`src/rtl/select_pipeline.sv`:
```
// ---------------------------------------------------------------------------
// select_pipeline
//
// Registers CHANNELS input lanes of WIDTH bits and picks one lane per cycle.
// Selection is manual (explicit lane index) or round-robin over valid lanes.
// The chosen lane then travels through a DEPTH-stage output pipeline that
// carries valid, data and the granted channel index.
//
// Ports:
//   clk_i      clock, all state updates on the rising edge
//   rst_i      asynchronous active-high reset
//   data_i     CHANNELS*WIDTH packed lanes, lane k at [k*WIDTH +: WIDTH]
//   valid_i    per-lane valid
//   select_i   lane index used in manual mode
//   auto_i     1 = round-robin mode, 0 = manual mode
//   data_o     selected data from the final pipeline stage
//   valid_o    data_o / channel_o are valid
//   channel_o  lane index carried in the final pipeline stage
// ---------------------------------------------------------------------------
module select_pipeline #(
    parameter int WIDTH    = 8,
    parameter int CHANNELS = 4,
    parameter int DEPTH    = 2,
    localparam int SEL_W   = (CHANNELS > 2) ? $clog2(CHANNELS) : 1
) (
    input  logic                      clk_i,
    input  logic                      rst_i,
    input  logic [CHANNELS*WIDTH-1:0] data_i,
    input  logic [CHANNELS-1:0]       valid_i,
    input  logic [SEL_W-1:0]          select_i,
    input  logic                      auto_i,
    output logic [WIDTH-1:0]          data_o,
    output logic                      valid_o,
    output logic [SEL_W-1:0]          channel_o
);

    logic [CHANNELS*WIDTH-1:0] in_data_q;
    logic [CHANNELS-1:0]       in_valid_q;
    logic [SEL_W-1:0]          in_sel_q;
    logic                      in_auto_q;

    logic [SEL_W-1:0]          ptr_q;
    logic [SEL_W-1:0]          ptr_d;

    logic                      grant_valid;
    logic [SEL_W-1:0]          grant_idx;
    logic [WIDTH-1:0]          sel_data;

    logic                      stage_valid_q [DEPTH];
    logic [WIDTH-1:0]          stage_data_q  [DEPTH];
    logic [SEL_W-1:0]          stage_chan_q  [DEPTH];

    // Input registers and the round-robin pointer. The lane choice is made
    // only from these registered values, never from the raw inputs.
    always_ff @(posedge clk_i or posedge rst_i) begin
        if (rst_i) begin
            in_data_q  <= '0;
            in_valid_q <= '0;
            in_sel_q   <= '0;
            in_auto_q  <= 1'b0;
            ptr_q      <= '0;
        end else begin
            in_data_q  <= data_i;
            in_valid_q <= valid_i;
            in_sel_q   <= select_i;
            in_auto_q  <= auto_i;
            ptr_q      <= ptr_d;
        end
    end

    // Grant logic. Manual mode leaves the pointer untouched; round-robin
    // scans from ptr upwards with wrap, and on a grant moves ptr to the lane
    // after the winner. Scan indices stay below CHANNELS because ptr is only
    // ever loaded with values in 0..CHANNELS-1.
    always_comb begin
        int              scan_idx;
        logic [SEL_W-1:0] scan_sel;
        grant_valid = 1'b0;
        grant_idx   = '0;
        ptr_d       = ptr_q;
        scan_idx    = 0;
        scan_sel    = '0;
        if (!in_auto_q) begin
            // Out-of-range selects (non power-of-2 CHANNELS) grant nothing.
            if (int'(in_sel_q) < CHANNELS) begin
                grant_idx   = in_sel_q;
                grant_valid = in_valid_q[in_sel_q];
            end
        end else begin
            for (int i = 0; i < CHANNELS; i++) begin
                scan_idx = int'(ptr_q) + i;
                if (scan_idx >= CHANNELS) begin
                    scan_idx = scan_idx - CHANNELS;
                end
                scan_sel = SEL_W'(scan_idx);
                if (!grant_valid && in_valid_q[scan_sel]) begin
                    grant_valid = 1'b1;
                    grant_idx   = scan_sel;
                end
            end
            if (grant_valid) begin
                ptr_d = (int'(grant_idx) == CHANNELS - 1) ? '0 : grant_idx + SEL_W'(1);
            end
        end
    end

    // Lane data multiplexer driven by the granted index.
    always_comb begin
        sel_data = '0;
        for (int k = 0; k < CHANNELS; k++) begin
            if (SEL_W'(k) == grant_idx) begin
                sel_data = in_data_q[k*WIDTH +: WIDTH];
            end
        end
    end

    // Output pipeline. Valid bits shift every edge; data and channel only
    // load behind a valid bit so bubbles do not toggle the datapath.
    always_ff @(posedge clk_i or posedge rst_i) begin
        if (rst_i) begin
            for (int s = 0; s < DEPTH; s++) begin
                stage_valid_q[s] <= 1'b0;
                stage_data_q[s]  <= '0;
                stage_chan_q[s]  <= '0;
            end
        end else begin
            stage_valid_q[0] <= grant_valid;
            if (grant_valid) begin
                stage_data_q[0] <= sel_data;
                stage_chan_q[0] <= grant_idx;
            end
            for (int s = 1; s < DEPTH; s++) begin
                stage_valid_q[s] <= stage_valid_q[s-1];
                if (stage_valid_q[s-1]) begin
                    stage_data_q[s] <= stage_data_q[s-1];
                    stage_chan_q[s] <= stage_chan_q[s-1];
                end
            end
        end
    end

    assign data_o    = stage_data_q[DEPTH-1];
    assign valid_o   = stage_valid_q[DEPTH-1];
    assign channel_o = stage_chan_q[DEPTH-1];

endmodule

```
`config.mk`:
```
export PLATFORM = sky130hd
export DESIGN_NAME = select_pipeline
export DESIGN_NICKNAME = d
export VERILOG_FILES = /design/src/rtl/select_pipeline.sv
export SDC_FILE = /design/constraint.sdc
export NUM_CORES = 1
export LEC_CHECK = 0
export ABC_AREA = 1
export CORE_AREA = 2 2 71 79
export CTS_BUF_LIST = sky130_fd_sc_hd__clkbuf_4
export DETAILED_ROUTE_END_ITERATION = 6
export DIE_AREA = 0 0 73 81
export GPL_TIMING_DRIVEN = 1
export PLACE_DENSITY = 0.9
export SLEW_MARGIN = 20
export SYNTH_ARGS = -nofsm -noshare
export SYNTH_HDL_FRONTEND = slang
export SYNTH_SLANG_ARGS = --single-unit
```
`constraint.sdc`:
```
create_clock -name clk_i -period 4.3 [get_ports clk_i]
set_clock_uncertainty 0.15 [all_clocks]
set_input_delay 0.43 -clock clk_i [delete_from_list [all_inputs] [get_ports clk_i]]
set_output_delay 0.43 -clock clk_i [all_outputs]
set_load 0.05 [all_outputs]
```
-- Yosys cells after proc, flatten, opt, wreduce, memory -nomap -nowiden
Cells that the tools add are included.
- register bits after elaboration: 63
- input bits: 41
- logic and storage cells: 78
- output and inout bits: 11
- mux-type cells: 38
- reduce and logical (&&, ||, !) cells: 8
- equal/unequal tests: 4
- $add $sub $neg: 8
- $lt $le $gt $ge: 9
- operators by type and width (kind ; count):
    $mux 8 ; 4
    $mux 2 ; 15
    $lt 2x3->1 const B ; 5
    $mux 1 ; 14
    $bmux 1 s2 ; 5
    $ge 3x3->1 const B ; 3
    $sub 2x1->2 const B ; 4
    $add 2x2->3 const B ; 2
    $eq 2x2->1 const A ; 2
    $add 2x1->3 const B ; 1
    $ge 2x3->1 const B ; 1
    $logic_and 1x1->1 ; 3
    $logic_not 1->1 ; 3
    $add 2x1->2 const B ; 1
    $eq 1x2->1 const A ; 1
    $eq 2x1->1 const B ; 1
    $logic_not 2->1 ; 1
    $reduce_and 2->1 ; 1

-- Longest topological paths before layout
- depth after elaboration: 25
- mapped depth: 19
- mapped depth without buffers: 16

-- Least setup slack after synthesis
OpenSTA, ideal clock, no wires.
- path kind: register to register
- start point: register with a tool-made name
- end point: register stage_data_q[11] (netlist name)
- stages on the path, launching flop included: 18
- period minus slack after synthesis: 1.948 ns
- setup time: 0.117 ns
- data arrival time: 1.681 ns
- required time: 4.033 ns
- buffers on the path: 3
- path slack: 2.352 ns
- cells stage by stage: dfrtp_1 buf_6 inv_4 buf_8 nand2_4 nand2_1 nand2_1 nand2_2 nand3_2 nand3_2 nand2_2 nand2_2 nand2_4 buf_6 o21bai_2 nand3_1 nand2_1 nand2_1
- RTL lines (item ; RTL line ; source):
    end signal: indexed assignment ; 135 ; stage_data_q[s] <= stage_data_q[s-1];
    end: declaration ; 50 ; logic [WIDTH-1:0] stage_data_q [DEPTH];

==> summary.md <==
| Metric | Value |
|---|---|
| Status | completed |
| R2R Setup Slk | 1.77 ns |
| Max VDD drop | 0.327 mV |
| Syn_nets | 307 |
| Worst reg2reg path depth | 11 |
| Worst-path clk slew | 0.11 ns |
| Netlist cell types | 28 |
| Initial Util | 52.1% |
| Vias in the first global route | 1862 |
| Final GP Congestion | 0.823 |
| Mapped Area | 0.00272 mm2 |
| Post-CTS setup buffers | 0 |
| # setup viols final | 0 |
| CP Max Fanout | 12 |
| FF+latch count, synth | 63 |
| Internal power | 0.00117 W |
| Area added between synthesis and finish | 19.7% |
| DP Area | 0.00315 mm2 |
| Row count | 28 |
| Clk Latency, worst-skew pair | 0.39 ns |
| GRT Total Usage | 18.8% |
| Placed Cells | 358 |
| Logic pwr share | 45.7% |
| RR Endpoint | stage_chan_q[3]$_DFFE_PP0P_ |
| Worst-margin pin slew | 0.791 ns |
| Crit Path Class | flip-flop to flip-flop |
| 1st-iter DRT viols | 85 |
| Via count | 1892 |
| Gate Count Post-Synth | 266 |
| Setup TNS | 0 ns |
| Critical path arrival | 2.66 ns |
| # DRC | 0 |
| I/O pins | 52 |
| # port buffers | 51 |
| Sequential share of power | 38.9% |
| Share of cells above drive strength 1 | 17.2% |
| CTS tree | done |
| WHS | 0.304 ns |
| Post-DP HPWL | 3590 um |
| Switch share | 43.3% |
| Slew margin rel. | 47.2% |
| Die Area | 0.00591 mm2 |
| Worst Setup EP | stage_chan_q[3]$_DFFE_PP0P_ |
| Leakage | 1.55 nW |
| Syn Area/Cell | 10.2 um2 |
| Vias per cell | 5.06 |
| Total power per unit cell area | 633 mW/mm2 |
| Max Clock Freq | 0.395 GHz |
| Fin crit period | 2.53 ns |
| Fin crit share | 58.9% |
| First-pass GRT wire length | 8250 um |
| Design Area, Final | 0.00326 mm2 |
| Yosys warning count | 0 |
| Final hold violations | 0 |
| Final Max Tran Viols | 0 |
| Crit. End Element | flip-flop |
| H-tree depth | 3 |
| Die H | 81 um |
| Startpoint types | flip-flop |
| Final net count | 350 |
| Cts bufs inserted | 9 |
| Core region area | 0.00522 mm2 |
| Clock sink total | 63 |
| Number of max-cap violations | 0 |
| Inserted Diodes | 0 |
| Required time of the worst setup path | 4.43 ns |
| Die width | 73 um |
| Design Power | 0.00206 W |
| Routed WL per cell | 12.9 um |
| Grt total ovfl | 0 |
| Final Non-Filler Cells | 374 |
| Worst-case clock buffer depth | 2 |
| Total wire length | 4820 um |
| Net Sw Power | 0.000892 W |
| Drt first pass iters | 4 |
| Hold Crit Class | input pin to flip-flop |
| Clock Power Share | 15.5% |
| Sequential element share of the synthesized area | 57.9% |
| Antenna viol nets, final | 0 |
| PostCTS Resize Cnt | 0 |
| RSZ-0062 raised after global routing | no |
| # hold bufs at CTS | 0 |
| Largest net degree at the start of global routing | 41 |
| Initial antenna violation count | 0 |
| Clk root buf | clkbuf_4 |
power by group through the flow:
stage | Combinational, W | Clock, W | Sequential, W
5_1_grt | 0.00104 | 0.000353 | 0.000822
3_5_place_dp | 0.000939 | 0 | 0.000815
6_report | 0.000942 | 0.000319 | 0.000802
3_3_place_gp | 0.000908 | 0 | 0.000810
4_1_cts | 0.000941 | 0.000327 | 0.000802
2_1_floorplan | 0.000850 | 0 | 0.000778
state kept, by name, summed over array words and instances (netlist names), named ones only:
name,count
in_auto_q,1
valid_o,1
stage_data_q,8
stage_valid_q,1
channel_o,2
in_data_q,32
in_sel_q,2
ptr_q,1
data_o,8
in_valid_q,4
stage_chan_q,2
worst max-delay path, cell delays in order (launching register included):
cell and delay, ns:
dfrtp_1 0.56, inv_4 0.14, nand2_1 0.12, nand3_1 0.12, nand2_1 0.14, inv_2 0.06
nand3_2 0.09, o21ai_1 0.10, nand2_1 0.36, clkinv_1 0.37, nand2_1 0.12, o21ai_0 0.08
cells in the final DEF, fill, tap and decap left out, types with 4 or more instances in the layout:
cell              n
nand2_1          66
dfrtp_1          63
clkdlybuf4s50_1  51
nand3_1          29
inv_1            18
nand2_2          13
mux2_2            9
clkbuf_4          9
o21ai_1           7
nand3b_1          7
o21bai_2          5
nand3_2           4
a21oi_1           4
clkinv_1          4
final cells by class:
type                            count  area (um2)
Fill cell                         399        1960
Sequential cell                    63        1580
Multi-Input combinational cell    160         892
Timing Repair Buffer               52         518
Inverter                           23        88.8
Tap cell                           60        75.1
Clock buffer                        9        67.6
Clock inverter                      7        40.0
logic make-up (layout without fill, tap and decap cells):
group	count (synthesis)	after routing	share of synthesized area [%]
XOR/XNOR	1	1	0.322
AND/OR/NAND/NOR	128	128	23.3
flip-flops	63	63	57.9
multiplexers	9	9	3.72
buffers and inverters	43	91	9.29
AO/OA/AOI/OAI	22	22	5.47
cells in the mapped netlist, drive strengths merged:
master | n | area [um2]
mux2 | 9 | 101
nand2 | 82 | 363
a31o | 1 | 8.76
clkinv | 1 | 3.75
a21oi | 4 | 20.0
inv | 22 | 85.1
dfrtp | 63 | 1580
clkbuf | 1 | 3.75
o21ai | 10 | 50.0
o211ai | 1 | 7.51
a31oi | 1 | 6.26
nand3b | 7 | 52.6
o21bai | 5 | 56.3
nand3 | 33 | 185
nor2 | 3 | 13.8
nand4 | 3 | 18.8
buf | 19 | 160
xor2 | 1 | 8.76
per-layer routing:
metal / part of all wire, % / global-route usage, %
met5: 0 / 0
met4: 3.4 / 11.7
met3: 4.2 / 4.47
met1: 42 / 23.3
met2: 51 / 29.6
worst min path at each step:
| stage | startpoint | depth (start not counted) | slack (ns) | endpoint |
|---|---|---|---|---|
| after CTS | data_i[10] | 1 | 0.29 | in_data_q[10]$_DFF_PP0_ |
| after floorplan | stage_valid_q[1]$_DFF_PP0_ | 0 | 0.23 | valid_o$_DFF_PP0_ |
| after detailed placement | stage_chan_q[3]$_DFFE_PP0P_ | 2 | 0.32 | stage_chan_q[3]$_DFFE_PP0P_ |
| after global routing | data_i[14] | 1 | 0.29 | in_data_q[14]$_DFF_PP0_ |
| after global placement | stage_data_q[10]$_DFFE_PP0P_ | 2 | 0.31 | stage_data_q[10]$_DFFE_PP0P_ |
| final | data_i[10] | 1 | 0.30 | in_data_q[10]$_DFF_PP0_ |
stage by stage:
stage	setup slack, ns	util (%)
6_report	1.77	62.4
5_1_grt	1.52	62.4
4_1_cts	1.80	62.4
3_5_place_dp	1.81	60.4
3_3_place_gp	1.94	60.4
2_1_floorplan	2.15	-
(Power assumes the default switching activity.)
